## config.mk

```make
export PLATFORM = sky130hd
export DESIGN_NAME = cdb_arbiter
export DESIGN_NICKNAME = d
export VERILOG_FILES = /design/src/rtl/cdb_arbiter.sv
export SDC_FILE = /design/constraint.sdc
export NUM_CORES = 1
export LEC_CHECK = 0
export CORE_AREA = 2 2 249 251
export CTS_CLUSTER_SIZE = 8
export DETAILED_ROUTE_END_ITERATION = 8
export DIE_AREA = 0 0 251 253
export SETUP_SLACK_MARGIN = 0.15
export SLEW_MARGIN = 5
export SYNTH_ARGS = -nofsm -noshare
export SYNTH_HDL_FRONTEND = slang
export SYNTH_SLANG_ARGS = --single-unit
```

## constraint.sdc

```tcl
create_clock -name clk_i -period 5.1 [get_ports clk_i]
set_input_delay 1.02 -clock clk_i [delete_from_list [all_inputs] [get_ports clk_i]]
set_output_delay 1.02 -clock clk_i [all_outputs]
set_load 0.02 [all_outputs]
```

## src/rtl/cdb_arbiter.sv

```systemverilog
// Round-robin arbiter sharing the common data bus among the execution units,
// feeding a single registered CDB stage consumed through valid/ready.
module cdb_arbiter #(
  parameter int EU_N        = 8,
  parameter int ROB_DEPTH   = 16,
  parameter int XLEN        = 64,
  localparam int ROB_IDX_LEN = $clog2(ROB_DEPTH),
  localparam int SRC_W       = $clog2(EU_N)
) (
  input  logic                                clk_i,
  input  logic                                rst_i,
  input  logic                                flush_i,
  input  logic [EU_N-1:0]                     eu_valid_i,
  input  logic [EU_N-1:0][ROB_IDX_LEN-1:0]    eu_rob_idx_i,
  input  logic [EU_N-1:0][XLEN-1:0]           eu_value_i,
  input  logic [EU_N-1:0]                     eu_except_i,
  output logic [EU_N-1:0]                     eu_ready_o,
  output logic                                cdb_valid_o,
  output logic [ROB_IDX_LEN-1:0]              cdb_rob_idx_o,
  output logic [XLEN-1:0]                     cdb_value_o,
  output logic                                cdb_except_o,
  output logic [SRC_W-1:0]                    cdb_src_o,
  input  logic                                cdb_ready_i
);

  logic                   cdb_valid_q,   cdb_valid_d;
  logic [ROB_IDX_LEN-1:0] cdb_rob_idx_q, cdb_rob_idx_d;
  logic [XLEN-1:0]        cdb_value_q,   cdb_value_d;
  logic                   cdb_except_q,  cdb_except_d;
  logic [SRC_W-1:0]       cdb_src_q,     cdb_src_d;
  logic [SRC_W-1:0]       rr_ptr_q,      rr_ptr_d;

  logic             load;
  logic             found;
  logic             grant_en;
  logic [SRC_W-1:0] win;
  int unsigned      k;

  // Grant selection: first valid EU at or after rr_ptr, wrapping.
  always_comb begin
    load  = ~cdb_valid_q | cdb_ready_i;
    found = 1'b0;
    win   = '0;
    k     = 0;
    for (int unsigned i = 0; i < EU_N; i++) begin
      k = (int'(rr_ptr_q) + i) % EU_N;
      if (!found && eu_valid_i[k]) begin
        found = 1'b1;
        win   = SRC_W'(k);
      end
    end
    grant_en   = found & load & ~flush_i & ~rst_i;
    eu_ready_o = grant_en ? (EU_N'(1) << win) : '0;
  end

  always_comb begin
    cdb_valid_d   = cdb_valid_q;
    cdb_rob_idx_d = cdb_rob_idx_q;
    cdb_value_d   = cdb_value_q;
    cdb_except_d  = cdb_except_q;
    cdb_src_d     = cdb_src_q;
    rr_ptr_d      = rr_ptr_q;
    if (flush_i) begin
      // A flushed result is dropped even if the ROB was accepting it.
      cdb_valid_d = 1'b0;
    end else if (grant_en) begin
      cdb_valid_d   = 1'b1;
      cdb_rob_idx_d = eu_rob_idx_i[win];
      cdb_value_d   = eu_value_i[win];
      cdb_except_d  = eu_except_i[win];
      cdb_src_d     = win;
      rr_ptr_d      = (win == SRC_W'(EU_N - 1)) ? '0 : win + SRC_W'(1);
    end else if (load) begin
      cdb_valid_d = 1'b0;
    end
  end

  always_ff @(posedge clk_i) begin
    if (rst_i) begin
      cdb_valid_q   <= 1'b0;
      cdb_rob_idx_q <= '0;
      cdb_value_q   <= '0;
      cdb_except_q  <= 1'b0;
      cdb_src_q     <= '0;
      rr_ptr_q      <= '0;
    end else begin
      cdb_valid_q   <= cdb_valid_d;
      cdb_rob_idx_q <= cdb_rob_idx_d;
      cdb_value_q   <= cdb_value_d;
      cdb_except_q  <= cdb_except_d;
      cdb_src_q     <= cdb_src_d;
      rr_ptr_q      <= rr_ptr_d;
    end
  end

  assign cdb_valid_o   = cdb_valid_q;
  assign cdb_rob_idx_o = cdb_rob_idx_q;
  assign cdb_value_o   = cdb_value_q;
  assign cdb_except_o  = cdb_except_q;
  assign cdb_src_o     = cdb_src_q;

  a_grant_onehot : assert property (@(posedge clk_i) $onehot0(eu_ready_o));
  a_grant_valid  : assert property (@(posedge clk_i) (eu_ready_o & ~eu_valid_i) == '0);
  a_hold_stable  : assert property (@(posedge clk_i)
    (cdb_valid_q && !cdb_ready_i && !rst_i) |=>
      $stable({cdb_rob_idx_q, cdb_value_q, cdb_except_q, cdb_src_q}));

endmodule

```

Yosys cells after proc, flatten, opt, wreduce, memory -nomap -nowiden
Index checks and enable logic that the tools add are counted.
- register bits after elaboration: 76
- word-level logic and storage cells: 91
- shift operators: 1
- reductions and logical operators: 17
- add/sub/neg operators: 8
- eq/ne operators: 1
- $lt $le $gt $ge: 9
- bitwise gates (word level): 7
- mux-type cells: 42
- operators by type and width (cell ; count):
    binary-select mux 64 bit (select 3 bit) ; 1
    2-to-1 mux 64 bit ; 1
    less-than comparator 3 x 4 -> 1 bit (second input constant) ; 9
    binary-select mux 1 bit (select 3 bit) ; 9
    2-to-1 mux 3 bit ; 9
    2-to-1 mux 1 bit ; 19
    adder 3 bit (second input constant) ; 4
    binary-select mux 4 bit (select 3 bit) ; 1
    2-to-1 mux 8 bit ; 1
    left shift 1 x 3 -> 8 bit (first input constant) ; 1
    logical AND 1 bit ; 7
    logical NOT 1 bit ; 7
    adder 3 x 1 -> 3 bit (second input constant) ; 2
    adder 3 x 2 -> 3 bit (second input constant) ; 2
    2-to-1 mux 4 bit ; 1
    AND 1 bit ; 3
    equality test 3 bit (second input constant) ; 1
    NOT 1 bit ; 3
    AND reduction 2 bit ; 1
    nonzero test 2 bit ; 1
    OR reduction 2 bit ; 1
    OR 1 bit ; 1

Logic depth before layout (Yosys ltp)
- depth after elaboration: 28
- gate-level depth with buffers: 21
- depth with buffers taken out: 11

Worst setup path before layout
Ideal clock, no wire load.
- path type: reg2out
- start point: reg rr_ptr_q[0]
- end point: out eu_ready_o[7]
- data required time: 4.080 ns
- data arrival time: 4.213 ns
- stages on the path, launching flop included: 19
- buffers on the path: 8
- path slack: -0.133 ns
- cell sequence: dfxtp_1 -> buf_6 -> buf_2 -> buf_2 -> inv_1 -> ha_1 -> buf_2 -> buf_6 -> mux2i_1 -> mux2i_1 -> o211ai_2 -> nand4_2 -> or3b_1 -> buf_2 -> clkbuf_1 -> nand2_1 -> clkbuf_1 -> nand2_1 -> nor3b_1
- longest elaborated chain between the ends: 28
- elaborated cells between the ends (all ways): 58
- those cells by class: add/sub (7); shift (1); mux (33); bitwise (3); reduce/logical (14)
- RTL lines (element ; RTL line ; text):
    from (decl) ; 31 ; logic [SRC_W-1:0] rr_ptr_q, rr_ptr_d;
    from (signal assigned) ; 92 ; rr_ptr_q <= rr_ptr_d;
    branches (longest 27 deep; another with adder 3 x 1 -> 3 bit) ; -- ;
    2-to-1 mux 8 bit * ; 53 ; eu_ready_o = grant_en ? (EU_N'(1) << win) : '0;
    to (decl) ; 17 ; output logic [EU_N-1:0] eu_ready_o,
Every way passes the cells marked *. The select of a mux whose other input is x is not followed.

Worst setup path in the final report
- start point: in eu_valid_i[2]
- end point: out eu_ready_o[6]
- longest elaborated chain between the ends: 28
- elaborated cells between the ends (all ways): 51
- those cells by class: shift (1); mux (33); bitwise (3); reduce/logical (14)
- RTL lines (element ; RTL line ; text):
    from (decl) ; 13 ; input logic [EU_N-1:0] eu_valid_i,
    binary-select mux 1 bit (select 3 bit) ; 47 ; if (!found && eu_valid_i[k]) begin
    2-to-1 mux 1 bit (implied by the code) ; 47 ;
    2-to-1 mux 1 bit ; 47 ;
    logical NOT 1 bit ; 47 ;
    logical AND 1 bit ; 47 ;
    2-to-1 mux 1 bit ; 47 ;
    logical NOT 1 bit ; 47 ;
    logical AND 1 bit ; 47 ;
    [10 not listed] ; -- ;
    logical NOT 1 bit ; 47 ;
    logical AND 1 bit ; 47 ;
    2-to-1 mux 1 bit ; 47 ;
    logical NOT 1 bit ; 47 ;
    logical AND 1 bit ; 47 ;
    2-to-1 mux 1 bit ; 47 ;
    AND 1 bit (3 in a row) ; 52 ; grant_en = found & load & ~flush_i & ~rst_i;
    2-to-1 mux 8 bit * ; 53 ;
Mark *: on every way between the ends. The rest lies on a longest branch, timed or not. The select of a mux whose other input is x is not followed.

==> run summary <==
run status = finished clean
Pwr Density = 577 nW/um^2
vias in the first global route = 11024
TritonCTS clock tree = done
top post-synthesis cells by count = 221 x mux2i_1, 158 x nand2_1, 76 x dfxtp_1
placed insts = 2351
GRT Total Usage = 14.1%
EDFF count, synth = 0
drt drc = 0
IO buf count = 644
Synth area leader = mux2i_1
Final Hold Fails = 0
critical path peak fanout = 8
area fraction of the dominant cell type after synthesis = 27.2%
CTS Sinks = 76
Max Clock Freq = 206 MHz
HP Class = reg -> reg
register area share after synthesis = 18.7%
fin area = 16200 um^2
post-synthesis cell area = 8140 um^2
crit path launch = eu_valid_i[2]
post-synth cell types = 60
WL/cell = 20.1 um
combinational power share = 82.4%
Post-synth ARST share = 0%
Skew-Pair Late Insertion Delay = 370 ps
crit share post-route = 95.2%
sequential power share = 9.7%
yosys warns = 0
initial antenna violation count = 2
# diodes = 0
Max Root-Sink Buffers = 2
IO Pins = 645
hpwl dp = 38200 um
pins over their slew limit = 0
Mapped Cells = 955
Clock Power Share = 7.8%
final core utilization = 26.5%
Routed Wire Length = 47700 um
RSZ-0062 raised after global routing = false
area grow syn2layout = 98.6%
Worst-Margin Slew = 941 ps
dominant cells by area after synthesis = mux2i_1 27%, dfxtp_1 19%, a221o_1 8.5%, a311oi_1 7.5%, nand2_1 7.3%
Max Cap Violations = 0
via/cell ratio = 4.46
Die Area = 63500 um^2
gpl congestion = 0.898
Clock Pin Slew Worst Setup and Hold Paths = 60 ps
Req. time, crit path = 4080 ps
Worst Setup End Kind = output pin
Avg Inst Size Synth = 8.52 um^2
row count = 91
startpoint types = primary input
Initial Util = 13.3%
maximum VDD drop = 0.713 mV
H-tree levels = 3
CTS Root Cell = clkbuf_16
most frequent cell after synthesis = mux2i_1
Die Span Y = 253 um
internal power = 4550 uW
worst reg2reg path startpoint = rr_ptr_q[0]
sw frac = 51.2%
first-pass GRT wire length = 67500 um
DR vias = 10586
hold buffer count at cts = 0
Mapped Nets = 1521
NetSw = 4770 uW
Min Clock Period, post-route = 4860 ps
layout cells sized above 1 = 8.78%
Final Non-Filler Cells = 2374
power after layout = 9310 uW
worst hold path startpoint = cdb_src_o[2]
dpl cell area = 15800 um^2
Total Nets Final = 2146
P_leak = 0.00643 uW
core area = 61000 um^2
Num CTS Buffers = 9
crit path kind = in -> out
DR iter-0 viols = 625
crit path DAT = 3840 ps
DIE WIDTH = 251 um
clock skew = 5.48 ps
largest net degree at the start of global routing = 119
Yosys reg bits = 76
final setup vio count = 0
grt ovf = 0
First-pass DRT Iterations = 5
Final ANT Viol Nets = 0
relative slew slack = 37.1%
Main synth FF type = dfxtp_1
cell usage in the layout, fill, tap and decap left out, types with 3 or more instances in the layout:
cell / count
clkdlybuf4s50_1: 629
a311oi_1: 70
mux2i_1: 220
a31oi_1: 3
or2_2: 3
o21ai_0: 6
xnor2_1: 3
a21o_1: 3
inv_1: 5
dlygate4sd2_1: 6
a211oi_1: 71
buf_4: 70
clkbuf_16: 9
o22ai_1: 3
mux2_2: 3
a21boi_0: 69
nor2_1: 8
nand2b_1: 3
buf_2: 4
dfxtp_1: 76
mux4_2: 7
buf_12: 8
nand2_1: 155
nand3_1: 3
a21oi_1: 9
a221o_1: 69
clkbuf_2: 4
power groups by stage:
stage	clock, uW	combinational, uW	sequential (uW)
after global routing	790	8210	924
after detailed placement	0	7540	914
after floorplan	0	4840	1090
after global placement	0	7460	909
final	730	7680	906
after CTS	781	7650	905
registers in the layout (all words and copies together) (netlist names):
name           cells
cdb_value_o       64
cdb_except_o       1
cdb_src_o          3
cdb_valid_o        1
rr_ptr_q           3
cdb_rob_idx_o      4
worst max-delay path: stages:
cell             delay, ps
clkdlybuf4s50_1        470
mux4_2                 540
buf_4                  160
or2_2                  260
o22ai_1                180
a31oi_1                 60
a211oi_1               260
o32a_1                 400
nor3b_1                260
buf_2                  210
layer usage:
layer	global-route usage, %	wire, um
met1	16.4	19400
met2	24.4	23100
met3	3.75	3490
met4	5.66	1710
met5	0	14
path summary, 6_finish.rpt:
path | end | slack [ps] | depth (start not counted)
worst max-delay path | eu_ready_o[6] | 240 | 10
worst max register to register | cdb_value_o[26] | 640 | 17
worst min-delay path | cdb_src_o[2] | 450 | 2
worst min register to register | cdb_src_o[2] | 450 | 2
layout make-up:
cell class	count	area, um^2
multi-input combinational	764	6220
sequential	76	1520
clock inverter	5	77.6
clock buffer	10	229
inverter	6	22.5
timing repair buffer	723	7100
fill	6544	44900
tap	790	988
per-stage QoR:
step	setup TNS (ps)	hold WS (ps)	worst slack, ps
floorplan	0	521	156
global placement	-1020	430	-168
detailed placement	-1660	444	-258
CTS	0	455	136
global route	0	492	185
finish	0	451	243
cells by family (layout without fill, tap and decap cells):
group	after synthesis	in the layout	share of synthesized area, %
compound gates	318	318	32.5
simple gates	205	205	11.0
xor+xnor	6	6	0.969
mux	233	233	30.0
fa+ha+maj	2	2	0.308
buf+inv	115	744	6.60
flops	76	76	18.7
timing repair:
item                                    CTS  global route
setup buffers                             8             0
pin swaps                                 1             3
resized for setup                        29            15
endpoints found under the setup margin    8             8
(Power assumes the default switching activity.)
